$ cat src/rtl/multiplier_arbiter.sv
`default_nettype none
// ============================================================================
// multiplier_arbiter : round-robin sharing of one start/done sequential multiplier
// Revision 1.0 - initial release
// ============================================================================
module multiplier_arbiter #(
    parameter int N_REQ   = 4,
    parameter int WIDTH   = 32,
    parameter int TIMEOUT = 255
) (
    input  logic                     clk_i,
    input  logic                     rst_ni,
    input  logic [N_REQ-1:0]         req_i,
    input  logic [N_REQ*WIDTH-1:0]   a_flat_i,
    input  logic [N_REQ*WIDTH-1:0]   b_flat_i,
    output logic [N_REQ-1:0]         gnt_o,
    output logic [N_REQ-1:0]         rsp_valid_o,
    output logic [2*WIDTH-1:0]       rsp_product_o,
    output logic                     rsp_err_o,
    output logic                     busy_o,
    output logic [$clog2(N_REQ)-1:0] owner_o,
    output logic                     mul_start_o,
    output logic [WIDTH-1:0]         mul_multiplicand_o,
    output logic [WIDTH-1:0]         mul_multiplier_o,
    input  logic [2*WIDTH-1:0]       mul_product_i,
    input  logic                     mul_done_i
);

    localparam int OW = $clog2(N_REQ);
    localparam int CW = $clog2(TIMEOUT + 1);
    localparam logic [N_REQ-1:0] ONE_HOT0 = {{(N_REQ-1){1'b0}}, 1'b1};

    typedef enum logic [1:0] {
        S_IDLE  = 2'd0,
        S_START = 2'd1,
        S_WAIT  = 2'd2,
        S_RESP  = 2'd3
    } state_t;

    state_t             state_q;
    logic [OW-1:0]      ptr_q;
    logic [OW-1:0]      owner_q;
    logic               armed_q;
    logic               err_q;
    logic [CW-1:0]      cnt_q;
    logic [N_REQ-1:0]   gnt_q;
    logic [N_REQ-1:0]   rsp_valid_q;
    logic               mul_start_q;
    logic [2*WIDTH-1:0] rsp_product_q;
    logic [WIDTH-1:0]   mcand_q;
    logic [WIDTH-1:0]   mplier_q;

    logic               win_valid_d;
    logic [OW-1:0]      win_idx_d;
    logic [OW-1:0]      ptr_d;

    // Index arithmetic modulo N_REQ, which need not be a power of two.
    function automatic logic [OW-1:0] wrap_add(input logic [OW-1:0] base,
                                               input logic [OW-1:0] off);
        logic [OW:0] sum;
        sum = {1'b0, base} + {1'b0, off};
        if (sum >= (OW+1)'(N_REQ)) begin
            sum = sum - (OW+1)'(N_REQ);
        end
        return sum[OW-1:0];
    endfunction

    // Scanning from the farthest offset down leaves the nearest set bit as winner.
    always_comb begin
        win_valid_d = 1'b0;
        win_idx_d   = '0;
        for (int i = N_REQ - 1; i >= 0; i--) begin
            if (req_i[wrap_add(ptr_q, OW'(i))]) begin
                win_valid_d = 1'b1;
                win_idx_d   = wrap_add(ptr_q, OW'(i));
            end
        end
    end

    assign ptr_d = wrap_add(owner_q, OW'(1));

    always_ff @(posedge clk_i or negedge rst_ni) begin
        if (!rst_ni) begin
            state_q       <= S_IDLE;
            ptr_q         <= '0;
            owner_q       <= '0;
            armed_q       <= 1'b0;
            err_q         <= 1'b0;
            cnt_q         <= '0;
            gnt_q         <= '0;
            rsp_valid_q   <= '0;
            mul_start_q   <= 1'b0;
            rsp_product_q <= '0;
            mcand_q       <= '0;
            mplier_q      <= '0;
        end else begin
            gnt_q       <= '0;
            rsp_valid_q <= '0;
            mul_start_q <= 1'b0;
            case (state_q)
                S_IDLE: begin
                    if (win_valid_d) begin
                        owner_q     <= win_idx_d;
                        mcand_q     <= a_flat_i[win_idx_d*WIDTH +: WIDTH];
                        mplier_q    <= b_flat_i[win_idx_d*WIDTH +: WIDTH];
                        gnt_q       <= ONE_HOT0 << win_idx_d;
                        mul_start_q <= 1'b1;
                        state_q     <= S_START;
                    end
                end
                S_START: begin
                    armed_q <= 1'b0;
                    cnt_q   <= '0;
                    state_q <= S_WAIT;
                end
                S_WAIT: begin
                    // A done seen before any low cycle belongs to the previous operation.
                    if (mul_done_i && armed_q) begin
                        rsp_product_q <= mul_product_i;
                        rsp_valid_q   <= ONE_HOT0 << owner_q;
                        state_q       <= S_RESP;
                    end else if (cnt_q == CW'(TIMEOUT)) begin
                        rsp_product_q <= '0;
                        err_q         <= 1'b1;
                        rsp_valid_q   <= ONE_HOT0 << owner_q;
                        state_q       <= S_RESP;
                    end else begin
                        cnt_q <= cnt_q + 1'b1;
                        if (!mul_done_i) begin
                            armed_q <= 1'b1;
                        end
                    end
                end
                S_RESP: begin
                    ptr_q   <= ptr_d;
                    err_q   <= 1'b0;
                    state_q <= S_IDLE;
                end
                default: state_q <= S_IDLE;
            endcase
        end
    end

    assign gnt_o              = gnt_q;
    assign rsp_valid_o        = rsp_valid_q;
    assign rsp_product_o      = rsp_product_q;
    assign rsp_err_o          = err_q;
    assign busy_o             = (state_q != S_IDLE);
    assign owner_o            = owner_q;
    assign mul_start_o        = mul_start_q;
    assign mul_multiplicand_o = mcand_q;
    assign mul_multiplier_o   = mplier_q;

endmodule
`default_nettype wire

$ cat config.mk
export PLATFORM = sky130hd
export DESIGN_NAME = multiplier_arbiter
export DESIGN_NICKNAME = d
export VERILOG_FILES = /design/src/rtl/multiplier_arbiter.sv
export SDC_FILE = /design/constraint.sdc
export NUM_CORES = 1
export LEC_CHECK = 0
export ABC_AREA = 0
export ABC_CLOCK_PERIOD_IN_PS = 1900
export BUFFER_PORTS_ARGS = -buffer_cell sky130_fd_sc_hd__buf_4
export CAP_MARGIN = 20
export CELL_PAD_IN_SITES_DETAIL_PLACEMENT = 2
export CELL_PAD_IN_SITES_GLOBAL_PLACEMENT = 2
export CORE_MARGIN = 3
export CORE_UTILIZATION = 22
export CTS_BUF_LIST = sky130_fd_sc_hd__clkbuf_8
export DETAILED_ROUTE_END_ITERATION = 7
export PLACE_DENSITY_LB_ADDON = 0.15
export RECOVER_POWER = 50
export SETUP_SLACK_MARGIN = 0.4
export SYNTH_ARGS = -nofsm -noshare
export SYNTH_HDL_FRONTEND = slang
export SYNTH_SLANG_ARGS = --single-unit
$ cat constraint.sdc
create_clock -name clk_i -period 1.9 [get_ports clk_i]
set_clock_uncertainty 0.05 [all_clocks]
set_input_delay 0.19 -clock clk_i [delete_from_list [all_inputs] [get_ports clk_i]]
set_output_delay 0.19 -clock clk_i [all_outputs]
set_load 0.005 [all_outputs]
==> Word-level counts from Yosys, hierarchy flattened <==
Index checks and enable logic that the tools add are counted.
{ "word_totals": {"ff_bits": 153, "input_bits": 327, "output_inout_bits": 141, "wordCells": 101} }
{ "classes": {"addsub": 10, "n_lt_le_gt_ge": 9, "n_eq_ne": 10, "shift": 4, "mux": 44, "n_reduce_logical": 12} }
{ "op_table": {"columns": ["cell", "n"], "rows": [
  ["indexed part select 128 x 8 -> 32 bit", 2],
  ["two-way mux 64 bit", 2],
  ["two-way mux 2 bit", 12],
  ["two-way mux 4 bit", 5],
  ["two-way mux 8 bit", 2],
  ["case mux 8 bit (2 select lines)", 1],
  ["two-way mux 1 bit", 15],
  ["greater-or-equal comparator 3 bit, second input constant", 4],
  ["< comparator 2 x 3 -> 1 bit, second input constant", 4],
  ["!= test 2 bit, second input constant", 5],
  ["subtractor 2 x 1 -> 2 bit, second input constant", 5],
  ["adder 8 x 1 -> 8 bit, second input constant", 1],
  ["binary-select mux 1 bit (select 2 bit)", 4],
  ["== test 8 bit, second input constant", 1],
  ["case mux 2 bit (4 select lines)", 1],
  ["nonzero test 2 bit", 4],
  ["<< shifter 1 x 2 -> 4 bit, first input constant", 2],
  ["adder 2 x 1 -> 3 bit, second input constant", 2],
  ["adder 2 x 2 -> 3 bit, second input constant", 2],
  ["AND reduction 2 bit", 3],
  ["AND reduction 3 bit", 2],
  ["== test 2 bit, second input constant", 2],
  ["case mux 1 bit (2 select lines)", 2],
  ["AND reduction 4 bit", 1],
  ["5 further kinds", 5]
]} }

==> Depth between registers and ports, before layout <==
{ "logic_depth": {"ltp_word": 12, "ltp_mapped": 9, "mapped_depth_nobuf": 7} }

==> Least setup slack after synthesis <==
No wires, ideal clock.
{ "synth_path": {"kind": "register to register", "start": "register cnt_q[0]", "end": "register cnt_q[1]", "setup_ps": 135, "t_arrival_ps": 1661, "required_ps": 1715, "path_slack_ps": 54, "stages_incl_launch_ff": 7, "path_buffers": 0, "synth_period_minus_slack_ps": 1846, "cell_sequence": "dfrtp_1 > ha_1 > and3_1 > a21boi_0 > mux2_2 > nand2_1 > o21ai_0"} }
{ "synth_between": {"elab_chain_len": 4, "elab_cells_between_ends": 7, "classes_between": "1 x add/sub; 2 x eq/ne; 3 x mux; 1 x reduce/logical"} }
{ "synth_lines": {"columns": ["element", "line_no", "source"], "rows": [
  ["start: declaration", "45", "logic [CW-1:0] cnt_q;"],
  ["start signal: assignment", "128", "cnt_q <= cnt_q + 1'b1;"],
  ["adder 8 x 1 -> 8 bit", "128", null],
  ["two-way mux 8 bit", "122", "end else if (cnt_q == CW'(TIMEOUT)) begin"],
  ["two-way mux 8 bit", "118", "if (mul_done_i && armed_q) begin"],
  ["case mux 8 bit (2 select lines)", "100", "case (state_q)"]
]} }
Parallel ways exist; a longest one is shown, timed or not. The select of a mux whose other input is x is not followed.
A chain may end at the register's enable or synchronous reset.

==> Worst setup path in the final report <==
{ "layout_path": {"start": "register ptr_q[1]", "end": "register mplier_q[29] (netlist: mul_multiplier_o[29])"} }
{ "layout_between": {"elab_chain_len": 10, "elab_cells_between_ends": 33, "classes_between": "7 x add/sub; 4 x order compare; 1 x shift; 20 x mux; 1 x reduce/logical"} }
{ "layout_lines": {"columns": ["element", "line_no", "source"], "rows": [
  ["start: declaration", "41", "logic [OW-1:0] ptr_q;"],
  ["start signal: assignment", "135", "ptr_q <= ptr_d;"],
  ["adder 2 x 2 -> 3 bit", "61", "sum = {1'b0, base} + {1'b0, off};"],
  ["greater-or-equal comparator 3 bit or subtractor 2 x 1 -> 2 bit (tied branches)", "62, 63", null],
  ["two-way mux 2 bit", "62", "if (sum >= (OW+1)'(N_REQ)) begin"],
  ["binary-select mux 1 bit (select 2 bit)", "73", "if (req_i[wrap_add(ptr_q, OW'(i))]) begin"],
  ["two-way mux 1 bit (not written as such)", "73", null],
  ["two-way mux 2 bit or two-way mux 1 bit (tied branches) (4 in series)", "73", null],
  ["indexed part select 128 x 8 -> 32 bit or AND reduction 2 bit (tied branches)", null, null],
  ["end signal: assignment", "105", "mplier_q <= b_flat_i[win_idx_d*WIDTH +: WIDTH];"],
  ["end: declaration", "51", "logic [WIDTH-1:0] mplier_q;"]
]} }
Parallel ways exist; a longest one is shown, timed or not. The select of a mux whose other input is x is not followed.

==> qor.csv <==
metric,value,unit
status,finished with violations,
first-pass GRT wire length,75.9,mm
Final min period,2.05,ns
DR iter-0 viols,514,
placed inst area,12000,µm²
clk slew on worst S/H paths,0.11,ns
most instantiated cells after synthesis,"dfrtp_1 (153), nand2_1 (142), nor2_1 (68), a31oi_1 (66), mux2i_1 (66)",
failing checks,"max-capacitance violations, max-slew violations, negative setup slack",
drt via density,4.89,
Remaining DRCs,0,
CTS tree,yes,
synth top area cells,"dfrtp_1 (50%), mux2i_1 (8.7%), a22o_1 (7.4%)",
Mapped Area,7620,µm²
Hold EP,mul_multiplier_o[6]$_DFFE_PN0P_,
"flops & latches, synth",153,
Most used DFF post-synth,dfrtp_1,
pin slew with the least headroom to its limit,1.62,ns
number of global-route vias before repair,11700,
Final Hold Viols,0,
Post-synth ARST share,1.00,
WP data arrival,2.44,ns
sequential share of power,0.250,
H-tree levels,4,
syn avg cell area,10.0,µm²
Num CTS Buffers,17,
switching share of power,0.412,
# IOs,468,
die area,36900,µm²
Clock Tree Buf Depth,2,
clock sinks,153,
Pins Over Slew Limit,51,
post-layout util,0.515,
DR vias,10100,
R2R cell count,8,
GR Overflow Total,0,
maximum vdd drop,0.000548,V
# rows,67,
Final Wtd Congestion,0.797,
Final period util,1.08,
Internal,13.8,mW
Syn Inst Count,762,
Hold WC Path Type,in2reg,
DRT antenna net count,0,
total of max-cap violations,1,
initial core utilization,0.225,
Reg-to-Reg Start,ptr_q[1]$_DFFE_PN0N_,
All-Layer GR Usage,0.280,
area share of the largest cell type after synthesis,0.503,
R2R setup slack,-0.15,ns
CTS Root Cell,clkbuf_8,
FF-to-FF End,mul_multiplier_o[29]$_DFFE_PN0P_,
Yosys top cell by area,dfrtp_1,
endpoints failing setup,67,
most common cell in the netlist,dfrtp_1,
multi-input logic area,4290,µm²
RSZ-0062 raised after global routing,true,
largest net degree at the start of global routing,51,
FF/Latch Area,3830,µm²
combinational share of power,0.631,
Area Overhead vs Synth,129,%
WP data required,2.29,ns
post-DP HPWL,28.8,mm
achievable frequency,487,MHz
Clk pwr share,0.119,
height of the die,192,µm
critical path capture point type,register,
fillers,3343,
Hold Path Stages,4,
Crit Path Class,reg2reg,
DRT Pass-1 Iters,5,
syn_nets,1098,
Post-synth EDFFs,0,
"Distinct cells, synth",41,
hold_sp,b_flat_i[38],
worst skew pair latency,0.50,ns
crit path max fanout,6,
share of cells above drive strength 1,0.481,
initial antenna violation count,8,
synth warn,0,
Die X,192,µm
dpl ws,-0.156,ns
leakage,8.28,nW
power per cell area,1340,nW/µm²
final setup TNS,-5.33,ns
final worst slack,-0.154,ns
DR WL/cell,28.5,µm
Layout Nets,1927,
Rel. slew slack,-0.0786,
"Design Area, Final",17400,µm²
sw power,9.64,mW
"Seq/Total Area, Yosys",0.503,
IO Port Bufs,467,
total wire length,58.8,mm
Core Region,33900,µm²
startpoint types,register,
## metrics by stage
step           std cells  total power, mW  hold slack [ns]
6_report            2062             23.4           0.0313
2_1_floorplan        762             10.3           -0.156
4_1_cts             2015             20.8         0.000298
3_3_place_gp        1658             15.0            0.177
5_1_grt             2060             24.6          -0.0108
3_5_place_dp        1658             15.2            0.175
## worst max-delay path, stage by stage, from the launching register on
cell      delay, ns
dfrtp_2        0.45
or3b_4         0.41
o221ai_4       0.11
buf_12         0.18
buf_12         0.15
buf_4          0.16
nand2_1        0.08
a31oi_1        0.19
a21boi_2       0.20
## per-layer routing
layer	vias to the layer above	global-route usage	share of wire
li1	4389	-	-
met1	5095	0.298	0.36
met2	446	0.510	0.54
met3	148	0.0741	0.058
met4	0	0.136	0.049
met5	-	0	0
## power by group through the flow
| stage | registers, mW | clock network (mW) | logic (mW) |
|---|---|---|---|
| final | 5.85 | 2.77 | 14.8 |
| after CTS | 5.62 | 2.81 | 12.4 |
| after global routing | 6.01 | 2.98 | 15.6 |
| after detailed placement | 5.66 | 0 | 9.58 |
| after global placement | 5.59 | 0 | 9.40 |
| after floorplan | 5.66 | 0 | 4.61 |
## logic make-up (layout without fill, tap and decap cells)
family,after synthesis,count (layout),share of synthesized area
buf+inv,68,910,0.0430
other cells,0,10,0
xor+xnor,7,7,0.00805
compound gates,219,219,0.214
fa+ha+maj,9,9,0.0148
flops,153,153,0.503
mux,68,68,0.0897
simple gates,238,238,0.127
## how the worst max path moves through the flow
stage / start / endpoint / slack (ns) / depth (start not counted)
after global placement: ptr_q[1]$_DFFE_PN0N_ / mul_multiplier_o[6]$_DFFE_PN0P_ / -0.1 / 5
after global routing: ptr_q[1]$_DFFE_PN0N_ / mul_multiplier_o[10]$_DFFE_PN0P_ / -0.26 / 7
final: ptr_q[1]$_DFFE_PN0N_ / mul_multiplier_o[29]$_DFFE_PN0P_ / -0.15 / 8
after detailed placement: ptr_q[1]$_DFFE_PN0N_ / mul_multiplier_o[6]$_DFFE_PN0P_ / -0.16 / 5
after floorplan: ptr_q[1]$_DFFE_PN0N_ / mul_multiplicand_o[0]$_DFFE_PN0P_ / 0.24 / 6
after CTS: ptr_q[1]$_DFFE_PN0N_ / mul_multiplicand_o[26]$_DFFE_PN0P_ / -0.04 / 6
## area by class of cell
class | count | area share
repair buffers | 869 | 0.475
multi-input cells | 541 | 0.246
flip-flops and latches | 153 | 0.220
well taps | 448 | 0.0322
clock buffers | 17 | 0.0134
clock inverters | 15 | 0.00991
inverters | 9 | 0.00208
diodes | 10 | 0.00144
## flip-flops by register name, summed over array words and instances, names as in the netlist
| name | count |
|---|---|
| rsp_product_o | 64 |
| mul_multiplicand_o | 32 |
| mul_multiplier_o | 32 |
| cnt_q | 8 |
| gnt_o | 4 |
| rsp_valid_o | 4 |
| owner_o | 2 |
| ptr_q | 2 |
| state_q | 2 |
| armed_q | 1 |
| mul_start_o | 1 |
| rsp_err_o | 1 |
## placed cells by master (no fill, tap or decap), types with 10 or more instances in the layout
cell	n
a22o_1	62
mux2i_2	16
clkbuf_16	10
a31oi_1	55
a21boi_1	20
dlygate4sd3_1	272
mux2i_1	39
mux2i_4	11
clkbuf_8	17
a21boi_2	41
buf_6	24
buf_16	21
buf_4	496
buf_12	24
nand2_2	21
nor2_1	65
nand2_1	115
diode_2	10
dfrtp_1	150
## repair_timing
action,CTS,global route
cloned,22,11
hold buffers,270,2
pin swaps,30,41
setup buffers,33,24
setup endpoints to repair,151,151
gates resized for setup,126,120
endpoints found under the hold margin,172,2
(Power assumes the default switching activity.)
